==> src/rtl/ro_race_pkg.sv <==
// Shared types and constants for the ro_race_counter oscillator race block.
package ro_race_pkg;

   typedef enum logic [1:0] {
      IDLE = 2'd0,
      RUN  = 2'd1,
      CMP  = 2'd2,
      DONE = 2'd3
   } state_t;

   localparam int DEF_N             = 4;
   localparam int DEF_WIDTH         = 8;
   localparam int DEF_WINDOW_CYCLES = 1000;

   // Bits needed to index `value` items; at least 1 so single-bit ports stay legal.
   function automatic int ro_clog2(input int value);
      int r;
      r = 0;
      while ((1 << r) < value) r++;
      if (r == 0) r = 1;
      return r;
   endfunction

endpackage

==> src/rtl/ro_edge_counter.sv <==
// One oscillator channel: 2-flop synchroniser, rising-edge detect and a
// saturating counter that never wraps past all-ones.
module ro_edge_counter
#(
   parameter int WIDTH = 8
) (
   input  logic             clk,
   input  logic             reset_n,
   input  logic             osc,
   input  logic             clear,
   input  logic             count_en,
   output logic [WIDTH-1:0] count,
   output logic             at_max,
   output logic             hit_max
);

   localparam logic [WIDTH-1:0] ALMOST_MAX = {{(WIDTH-1){1'b1}}, 1'b0};

   logic sync0;
   logic sync1;
   logic edge_q;
   logic rise;

   // edge_q always tracks sync1, so a clear leaves it preloaded with the
   // current level and a steady-high input never looks like an edge.
   always_ff @(posedge clk or negedge reset_n) begin
      if (!reset_n) begin
         sync0  <= 1'b0;
         sync1  <= 1'b0;
         edge_q <= 1'b0;
      end else begin
         sync0  <= osc;
         sync1  <= sync0;
         edge_q <= sync1;
      end
   end

   assign rise    = sync1 & ~edge_q;
   assign at_max  = &count;
   assign hit_max = count_en & rise & (count == ALMOST_MAX);

   always_ff @(posedge clk or negedge reset_n) begin
      if (!reset_n) begin
         count <= '0;
      end else if (clear) begin
         count <= '0;
      end else if (count_en && rise && !at_max) begin
         count <= count + 1'b1;
      end
   end

endmodule

==> src/rtl/ro_race_counter.sv <==
// N-channel windowed oscillator race counter with winner select.
// Optional pairwise response bits are built when RO_PAIR_RESPONSE_EN is defined.
module ro_race_counter
   import ro_race_pkg::*;
#(
   parameter int N             = DEF_N,
   parameter int WIDTH         = DEF_WIDTH,
   parameter int WINDOW_CYCLES = DEF_WINDOW_CYCLES
) (
   input  logic                     clk,
   input  logic                     reset_n,
   input  logic [N-1:0]             osc_in,
   input  logic                     start,
   input  logic                     enable,
   output logic                     busy,
   output logic                     done,
   output logic                     saturated,
   output logic [N*WIDTH-1:0]       counts,
   output logic [ro_clog2(N)-1:0]   winner,
   output logic [N/2-1:0]           response,
   output state_t                   fsm_state
);

   localparam int WIN_W   = ro_clog2(N);
   localparam int TIMER_W = ro_clog2(WINDOW_CYCLES + 1);
   localparam logic [TIMER_W-1:0] TIMER_LAST = TIMER_W'(WINDOW_CYCLES - 1);

   state_t             state;
   state_t             state_next;
   logic               clear_all;
   logic               count_en;
   logic [TIMER_W-1:0] timer;
   logic [N-1:0]       at_max;
   logic [N-1:0]       hit_max;
   logic               hit_any;
   logic               max_any;
   logic [WIDTH-1:0]   count_arr [N];
   logic [WIN_W-1:0]   best_idx;
   logic [WIDTH-1:0]   best_val;
   logic               done_q;

   for (genvar i = 0; i < N; i++) begin : g_ch
      ro_edge_counter #(.WIDTH(WIDTH)) u_ch (
         .clk      (clk),
         .reset_n  (reset_n),
         .osc      (osc_in[i]),
         .clear    (clear_all),
         .count_en (count_en),
         .count    (count_arr[i]),
         .at_max   (at_max[i]),
         .hit_max  (hit_max[i])
      );
      assign counts[i*WIDTH +: WIDTH] = count_arr[i];
   end

   assign hit_any = |hit_max;
   assign max_any = |at_max;

   always_ff @(posedge clk or negedge reset_n) begin
      if (!reset_n) state <= IDLE;
      else          state <= state_next;
   end

   always_comb begin
      state_next = state;
      busy       = 1'b0;
      clear_all  = 1'b0;
      count_en   = 1'b0;
      case (state)
         IDLE, DONE: begin
            if (start) begin
               clear_all  = 1'b1;
               state_next = RUN;
            end
         end
         RUN: begin
            busy = 1'b1;
            if (max_any) begin
               state_next = CMP;
            end else if (enable) begin
               // The exit cycle still counts, so the window is exactly WINDOW_CYCLES enabled cycles.
               count_en = 1'b1;
               if (timer == TIMER_LAST || hit_any) state_next = CMP;
            end
         end
         CMP: begin
            busy       = 1'b1;
            state_next = DONE;
         end
         default: state_next = IDLE;
      endcase
   end

   always_ff @(posedge clk or negedge reset_n) begin
      if (!reset_n) begin
         timer     <= '0;
         saturated <= 1'b0;
         done_q    <= 1'b0;
      end else begin
         done_q <= (state == CMP);
         if (clear_all) begin
            timer     <= '0;
            saturated <= 1'b0;
         end else begin
            if (count_en) timer <= timer + 1'b1;
            if (state == RUN && (hit_any || max_any)) saturated <= 1'b1;
         end
      end
   end

   // Strict greater-than keeps the lowest index on ties.
   always_comb begin
      best_idx = '0;
      best_val = count_arr[0];
      for (int i = 1; i < N; i++) begin
         if (count_arr[i] > best_val) begin
            best_val = count_arr[i];
            best_idx = WIN_W'(i);
         end
      end
   end

   always_ff @(posedge clk or negedge reset_n) begin
      if (!reset_n)           winner <= '0;
      else if (state == CMP)  winner <= best_idx;
   end

`ifdef RO_PAIR_RESPONSE_EN
   logic [N/2-1:0] resp_next;
   logic [N/2-1:0] resp_q;

   always_comb begin
      resp_next = '0;
      for (int k = 0; k < N/2; k++) begin
         resp_next[k] = (count_arr[2*k] > count_arr[2*k+1]);
      end
   end

   always_ff @(posedge clk or negedge reset_n) begin
      if (!reset_n)           resp_q <= '0;
      else if (state == CMP)  resp_q <= resp_next;
   end

   assign response = resp_q;
`else
   assign response = '0;
`endif

   assign done      = done_q;
   assign fsm_state = state;

endmodule

==> config.mk <==
export PLATFORM = sky130hd
export DESIGN_NAME = ro_race_counter
export DESIGN_NICKNAME = d
export VERILOG_FILES = /design/src/rtl/ro_race_pkg.sv /design/src/rtl/ro_edge_counter.sv /design/src/rtl/ro_race_counter.sv
export SDC_FILE = /design/constraint.sdc
export NUM_CORES = 1
export LEC_CHECK = 0
export ABC_AREA = 1
export CELL_PAD_IN_SITES_DETAIL_PLACEMENT = 1
export CELL_PAD_IN_SITES_GLOBAL_PLACEMENT = 1
export CORE_ASPECT_RATIO = 0.75
export CORE_MARGIN = 3
export CORE_UTILIZATION = 37
export DETAILED_ROUTE_END_ITERATION = 10
export PLACE_DENSITY_LB_ADDON = 0.1
export REMOVE_ABC_BUFFERS = 1
export SETUP_SLACK_MARGIN = 0.1
export SLEW_MARGIN = 10
export SYNTH_ARGS = -nofsm -noshare
export SYNTH_HDL_FRONTEND = slang
export SYNTH_SLANG_ARGS = --single-unit
==> constraint.sdc <==
create_clock -name clk -period 3.5 [get_ports clk]
set_input_delay 0.525 -clock clk [delete_from_list [all_inputs] [get_ports clk]]
set_output_delay 0.525 -clock clk [all_outputs]
set_load 0.1 [all_outputs]
==> run_results.csv <==
group,metric,value,unit
critical_path,ff2ff_setup_slack,-280,ps
layout,fillers,1168,
sta,worst_slew_pin_slew,1017,ps
critical_path,crit_fanout,8,
critical_path,reg2reg_to,"winner[1]",
cts,cts_root_buf,"clkbuf_16",
synth,ys_types,38,
synth,syn_inst,459,
synth,syn-cell-area,0.003745,mm^2
layout,diodes,0,
sta,clock_skew,4.960,ps
global_route,grt-ovfl-total,0,
die,initial_core_util,38.31,%
drt,antenna_left,0,
layout,drive_gt1_share,28.72,%
critical_path,arrival,4050,ps
min_path,worstHoldPathType,"in2async",
global_route,antenna_found_initial,0,
layout,nNetsFinal,603,
placed_design,placed_cell_area,0.004617,mm^2
critical_path,timing.critical_path.to_type,"register",
cts,cts_num_sinks,60,
critical_path,critPathLaunch,"g_ch[1].u_ch.count[3]",
sta,finalSetupViolations,2,
die,dieArea,0.01138,mm^2
drt,drt_iter0_markers,121,
sta,maxSlewViolCount,0,
die,ios,49,
sta,min_period,3782,ps
placed_design,routabilityCongestion,0.8326,
cts,cts_tree,"built",
cts,cts.clk_slew.worst_paths,60,ps
cts,cts_inserted_buffers,9,
layout,final_cell_mix,"60 x dfrtp_1, 59 x inv_1, 58 x nand2_1",
sta,slew_headroom,31.97,%
critical_path,worstSetupStartpointType,"register",
synth,syn_avg_cell_area,8.159,um^2
layout,regArea,0.001501,mm^2
drt,drt-wirelength-per-cell,16.90,um
critical_path,worst-setup-path-type,"reg2reg",
die,die_y,93.13,um
global_route,grt_pass1_wl,18220,um
job,maxCapViolCount,0,
drt,wl,11760,um
global_route,grt_max_degree,48,
critical_path,worstRegToRegCells,27,
placed_design,io_buffers,46,
layout,multi_input_area,0.002270,mm^2
sta,holdWs,207.9,ps
sta,hold_viol,0,
drt,via_per_inst,5.138,
drt,drc,0,
synth,ys_ff_latch,60,
cts,clock_latency,340,ps
die,die_w,122.2,um
drt,drt_pass1_iterations,4,
synth,synth_seq_area_share,40.09,%
sta,grt_setup_unrepaired,"true",
outcome,status,"complete, but fails checks",
placed_design,dpl.hpwl,8236,um
layout,fin_area,0.005355,mm^2
sta,finalCritPeriodShare,108.0,%
synth,yosys_warnings,0,
critical_path,r2r_start,"g_ch[1].u_ch.count[3]",
cts,clockBufferDepth,2,
outcome,violations,"setup timing",
layout,syn_to_final_growth,43.00,%
cts,htree_levels,3,
layout,layout_commonest_cell,"dfrtp_1",
drt,vias,3576,
critical_path,worst_ep_required_time,3770,ps
die,row_count,31,
global_route,track_usage,20.83,%
sta,max_freq,264.4,MHz
sta,setup_slack,-281.7,ps
die,core_area,0.009774,mm^2
global_route,grt_pass1_vias,3574,
## per-layer routing
| metal | global-route usage (%) | vias up | part of all wire (%) |
|---|---|---|---|
| met4 | 6.337 | 0 | 1.7 |
| met3 | 4.958 | 19 | 4.9 |
| met5 | 0 | - | 0 |
| met2 | 32.77 | 63 | 48 |
| li1 | - | 1721 | - |
| met1 | 28.53 | 1773 | 45 |
## how the worst max path moves through the flow
stage | endpoint | slack (ps)
after floorplan | winner[1] | -1110
after global placement | winner[0] | -340
after detailed placement | winner[0] | -460
after CTS | winner[0] | -160
after global routing | winner[1] | -570
final | winner[1] | -280
## registers in the layout (all words and copies together) (netlist names)
register,cells
g_ch.u_ch.count,32
timer,10
g_ch.u_ch.edge_q,4
g_ch.u_ch.sync0,4
g_ch.u_ch.sync1,4
fsm_state,2
winner,2
done,1
saturated,1
## metrics by stage
| stage | setup WS [ps] | util [%] | std cells | setup TNS, ps |
|---|---|---|---|---|
| floorplan | -1105 | - | 451 | -2210 |
| global placement | -337.1 | 47.24 | 669 | -664.8 |
| detailed placement | -461.6 | 47.24 | 669 | -902.1 |
| CTS | -159.9 | 51.66 | 692 | -314.1 |
| global route | -568.8 | 54.79 | 696 | -1117 |
| finish | -281.7 | 54.79 | 696 | -542.9 |
## cell families (layout without fill, tap and decap cells)
group	count (synthesis)	in the layout	synth area share, %
AOI/OAI and AO/OA	95	95	13.40
other	1	2	0.1001
buffers and inverters	77	181	8.286
and+or+nand+nor	190	190	26.09
adders and majority gates	36	36	12.03
DFF	60	60	40.09
## worst max-delay path, stage by stage, from the launching register on
cell      delay, ps
dfrtp_1         420
ha_4            310
nand2_4          50
o21ai_2         120
nand2_1          70
o211ai_1        120
nand2_1         150
buf_6           170
nand2_1          90
o21ai_2          70
ha_1            310
nand2_2          80
nor2_4          110
nand2_1          70
o211ai_1        150
o21ai_4         130
buf_6           160
nand2_2          60
o21ai_2          50
ha_1            330
nand2_2          90
nor2_4          110
nand2_1          60
o211ai_1         80
o21ai_1         100
nand2_1          80
inv_2            50
a21oi_2         120
## layout make-up
| class | count | share of cell area, % |
|---|---|---|
| clock inverter | 7 | 1.425 |
| sequential | 60 | 28.04 |
| tap | 132 | 3.084 |
| timing repair buffer | 97 | 16.00 |
| multi-input combinational | 323 | 42.38 |
| clock buffer | 9 | 4.206 |
| inverter | 68 | 4.860 |
## cell usage after synthesis (all sizes together)
cell type | number | share of area (%)
buf | 6 | 1.0
and3 | 3 | 0.50
o211ai | 3 | 0.60
nor2 | 48 | 6.4
nand2 | 88 | 10
clkbuf | 3 | 0.30
a211oi | 1 | 0.20
o31ai | 3 | 0.60
dfrtp | 60 | 40
nand4 | 12 | 2.2
nand3 | 24 | 3.3
or2 | 1 | 0.17
inv | 68 | 6.9
a31o | 1 | 0.23
nor3 | 12 | 2.8
conb | 1 | 0.10
a21oi | 39 | 5.2
nor4 | 1 | 0.17
o21ai | 46 | 6.1
ha | 36 | 12
o21a | 2 | 0.40
nand3b | 1 | 0.20
## repair_timing
| item | CTS | global route |
|---|---|---|
| hold buffers | 0 | 0 |
| pin swaps | 22 | 32 |
| gates cloned | 1 | 0 |
| setup endpoints to repair | 2 | 2 |
| hold endpoints to repair | 0 | 0 |
| gates resized for setup | 34 | 64 |
| buffers inserted | 6 | 4 |
Power is not shown: default switching activity piles up to over one toggle a cycle in this logic, so the estimate is an artifact.
==> variant 1 (same settings) <==
Add a define of `RO_PAIR_RESPONSE_EN`.
--- a/src/rtl/ro_race_counter.sv
+++ b/src/rtl/ro_race_counter.sv
@@ -1,4 +1,6 @@
 // N-channel windowed oscillator race counter with winner select.
 // Optional pairwise response bits are built when RO_PAIR_RESPONSE_EN is defined.
+`define RO_PAIR_RESPONSE_EN
+
 module ro_race_counter
    import ro_race_pkg::*;
Formal check against the unedited RTL: same outputs for any inputs over 10 cycles, from zero or initial values and one cycle with reset_n low; that may be too few to reach the edited logic, so the function may still have changed.
==> variant 1 against the unedited design <==
  * The run still ends with setup timing left
  * Utilization up 1.4 points
  * Area after synthesis up 5.1%
  * Worst hold slack better by 0.037 ns
  * Setup slack better by 0.038 ns
  * Routed wire length up 16%
  * Cell area up 5.0%
  * Global-route usage up 1.7 points
  * Sequential cell count up 2
  * Largest cell class unchanged
==> variant 1: results (changes against the unedited design) <==
Ratio of cells with drive above 1 in the final layout: 25.4% (-3.4 points)
Sum Neg Setup Slack: -0.483 ns (+0.0594 ns)
Post-synthesis compound-gate area fraction: 14.2% (+0.81 points)
Setup WS post-layout: -0.243 ns (+0.0384 ns)
Vias in the first global route: 4094 (+15%)
Crit path DAT: 3.96 ns (-0.09 ns)
Adder-cell share of the synthesized area: 14.0% (+2.0 points)
Largest net degree at the start of global routing: 38 (-21%)
Pre-CTS setup slack: -0.677 ns (-0.215 ns)
Register area share after synthesis: 39.4% (-0.69 points)
Setup crit start: g_ch[1].u_ch.count[6]$_DFFE_PN0P_
Status: finished with violations
Top cells by area, synth: dfrtp_1, ha_1, nand2_1, inv_1, o21ai_0
Power consumption: 0.00561 W
1st-iter DRT viols: 173 (+43%)
Syn Area/Cell: 8.07 um2 (-1.1%)
Setup Fix Bufs, Post-CTS: 9 (+3)
Port bufs: 48 (+4.3%)
Crit path max-delay family: compound AO/OA/AOI/OAI gates
Area after DPL: 4870 um2 (+5.4%)
Final Setup Violations: 2 (unchanged)
GRT Util Overall: 22.6% (+1.7 points)
Critical Path Max Stage Delay: 0.38 ns (-0.04 ns)
Global-route wire length before repair: 21000 um (+15%)
Commonest cells in the netlist: nand2_1, inv_1, dfrtp_1
Worst R2R Path Depth: 23 (-15%)
Clk_skew: 0.00781 ns (+0.00285 ns)
Failing checks: setup timing
variant 1: cell types whose count changed after synthesis, sizes merged, moves of 3 or more:
cell | before | now
buf | 6 | 2
ha | 36 | 44
inv | 68 | 72
nand2 | 88 | 91
nor4 | 1 | 5
o21ai | 46 | 51
o31ai | 3 | 0
variant 1: logic make-up after synthesis:
family                   count (synthesis)
AO/OA/AOI/OAI                          105
adder cells (fa/ha/maj)                 44
buffers and inverters                   80
flip-flops                              62
AND/OR/NAND/NOR                        197
variant 1: final cells by class:
class	instances	area, um2
Inverter	74	287
Fill cell	1168	4380
Multi-Input combinational cell	346	2340
Timing Repair Buffer	109	973
Clock inverter	6	71.3
Clock buffer	10	239
Tap cell	132	165
Sequential cell	62	1550
variant 1: how the worst min path moves through the flow:
| stage | startpoint | endpoint | slack (ns) | depth (start not counted) |
|---|---|---|---|---|
| floorplan | reset_n | done$_DFF_PN0_ | 0.23 | 0 |
| global placement | g_ch[3].u_ch.sync0$_DFF_PN0_ | g_ch[3].u_ch.sync1$_DFF_PN0_ | 0.33 | 0 |
| detailed placement | g_ch[1].u_ch.sync0$_DFF_PN0_ | g_ch[1].u_ch.sync1$_DFF_PN0_ | 0.34 | 0 |
| CTS | reset_n | g_ch[3].u_ch.count[5]$_DFFE_PN0P_ | 0.26 | 1 |
| global route | reset_n | g_ch[3].u_ch.count[5]$_DFFE_PN0P_ | 0.28 | 1 |
| finish | reset_n | g_ch[3].u_ch.count[7]$_DFFE_PN0P_ | 0.24 | 1 |
variant 1: layer usage:
layer / global-route usage (%) / share of wire, %
met1: 29.4 / 45
met2: 38.5 / 48
met3: 4.42 / 4.4
met4: 7.04 / 2.5
met5: 0 / 0
==> variant 2 (same flow settings) <==
Made on the original files. The output `done` loses its register stage (`done_q` becomes a continuous assignment).
--- a/src/rtl/ro_race_counter.sv
+++ b/src/rtl/ro_race_counter.sv
@@ -96,7 +96,5 @@
          timer     <= '0;
          saturated <= 1'b0;
-         done_q    <= 1'b0;
       end else begin
-         done_q <= (state == CMP);
          if (clear_all) begin
             timer     <= '0;
@@ -108,4 +106,6 @@
       end
    end
+
+   assign done_q = (state == CMP);
 
    // Strict greater-than keeps the lowest index on ties.
Check against the original RTL: same outputs for any inputs over 10 cycles, from zero or initial values and one cycle with reset_n low; that may be too few to reach the edited logic, so the function may still have changed.
==> variant 2 against the unedited design <==
  * The run still ends with setup timing left
  * Clock skew about the same
  * Cell area up 0.98%
  * Utilization rose by 0.54 points
  * Sequential cell count fell by 1
  * Area after synthesis rose by 0.20%
  * Die area rose by 0.20%
  * Routed wire length grew 2.2%
  * Non-clock buffer count increased by 7
  * Setup slack got worse by 0.026 ns
  * Critical endpoint is now winner[0]$_DFFE_PN0P_
  * Largest cell class unchanged
  * Highest routed layer unchanged
Power is not shown: default switching activity piles up to over one toggle a cycle in this logic, so the estimate is an artifact.
==> variant 2: results (changes against the unedited design) <==
Area after DPL: 4680 um2 (+1.3%)
Global-route wire length before repair: 19000 um (+4.5%)
Adder-cell share of the synthesized area: 12.0% (-0.024 points)
Nets: 616 (+2.2%)
DRT Wirelength: 12000 um (+2.2%)
Hold WC Path Type: input port to async pin
Pre-CTS setup slack: -0.421 ns (+0.0406 ns)
Register area share after synthesis: 39.3% (-0.75 points)
Largest net degree at the start of global routing: 39 (-19%)
CP Max Fanout: 8 (unchanged)
CTS Buffer Depth: 2 (unchanged)
Final Setup Violations: 2 (unchanged)
Initial antenna violation count: 0 (unchanged)
Top cells by area, synth: dfrtp_1, ha_1, nand2_1, inv_1, o21ai_0
XOR/XNOR Fraction of Synth Area: 0% (unchanged)
Final Hold Vio Count: 0 (unchanged)
Reg-to-Reg Start: g_ch[1].u_ch.count[1]$_DFFE_PN0P_
Crit path capture: winner[0]$_DFFE_PN0P_
Type of the worst setup path: flop to flop
Port bufs: 46 (unchanged)
Worst-path clk slew: 0.06 ns (about the same)
Skew-Pair Late Insertion Delay: 0.32 ns (-0.02 ns)
1st-iter DRT viols: 137 (+13%)
Yosys warnings: 0 (unchanged)
Number of CTS-inserted buffers: 9 (unchanged)
H-tree depth: 3 (unchanged)
Setup WS post-layout: -0.308 ns (-0.0261 ns)
Worst R2R Path Depth: 26 (-3.7%)
Commonest cells in the netlist: nand2_1, inv_1, dfrtp_1
Post-synthesis compound-gate area fraction: 13.0% (-0.36 points)
Yosys cell types: 36 (-5.3%)
Critical Path Max Stage Delay: 0.42 ns (about the same)
Ratio of cells with drive above 1 in the final layout: 30.7% (+2.0 points)
Largest registers: g_ch.u_ch.count x32, timer x10
Mux cell area share after synthesis: 0% (unchanged)
HPWL after DPL: 8370 um (+1.6%)
Vias in the first global route: 3814 (+6.7%)
Drt first pass iters: 4 (unchanged)
Slew Limit Headroom: 34.0% (+2.0 points)
ANT cells: 0 (unchanged)
Clk_skew: 0.00544 ns (+0.000482 ns)
GRT Util Overall: 21.4% (+0.57 points)
Status: finished with violations
Post-synth ARST share: 100% (unchanged)
Final weighted congestion in routability-driven placement: 0.785 (-5.7%)
Via count: 3541 (-0.98%)
CTS Root Cell: clkbuf_16
Failing checks: setup timing
Top_reg_cell synth: dfrtp_1
Slowest-stage cell, CP: dfrtp_1
-- variant 2: cell types whose count changed after synthesis, moves of 3 or more --
cell,delta
a21oi_1,-4
o31ai_1,-3
nor2_1,+3
nand3_1,-3
o21a_1,+4
-- variant 2: cells by family (layout without fill, tap and decap cells) --
logic type / after synthesis / count (layout)
buffers and inverters: 79 / 191
adder cells (fa/ha/maj): 36 / 36
AO/OA/AOI/OAI: 93 / 93
AND/OR/NAND/NOR: 196 / 196
flip-flops: 59 / 59
other: 1 / 2
-- variant 2: cell type report --
class                           count  area, um2
Fill cell                        1176       4370
Multi-Input combinational cell    327       2300
Sequential cell                    59       1480
Timing Repair Buffer              104        908
Inverter                           71        274
Clock buffer                       10        239
Tap cell                          132        165
Clock inverter                      6       40.0
-- variant 2: stage by stage --
stage	TNS, ns	utilization (%)	std cells	hold WS (ns)
6_report	-0.612	55.3	709	0.319
5_1_grt	-0.980	55.3	709	0.367
4_1_cts	-0.289	53.0	705	0.339
3_5_place_dp	-0.817	47.9	681	0.336
3_3_place_gp	-0.581	47.9	681	0.333
2_1_floorplan	-2.17	-	457	0.229
-- variant 2: worst max-delay path: cells and delay by family, from the launching register on --
family	cells	cell delay [ns]
AO/OA/AOI/OAI	9	1.05
AND/OR/NAND/NOR	10	0.90
adder cells (fa/ha/maj)	3	0.73
buffers and inverters	4	0.59
flip-flops	1	0.42
-- variant 2: metal layers --
layer	vias to the layer above	GRT usage [%]	routed length, um
met5	-	0	0
li1	1739	-	-
met1	1737	28.8	5690
met4	0	5.03	131
met2	55	34.8	5800
met3	10	5.14	397
-- variant 2: timing repair --
item,4_1_cts,5_1_grt
gates cloned,1,0
hold buffers,0,0
buffers inserted,7,4
pin swaps,31,35
resized for setup,55,43
setup endpoints to repair,2,2
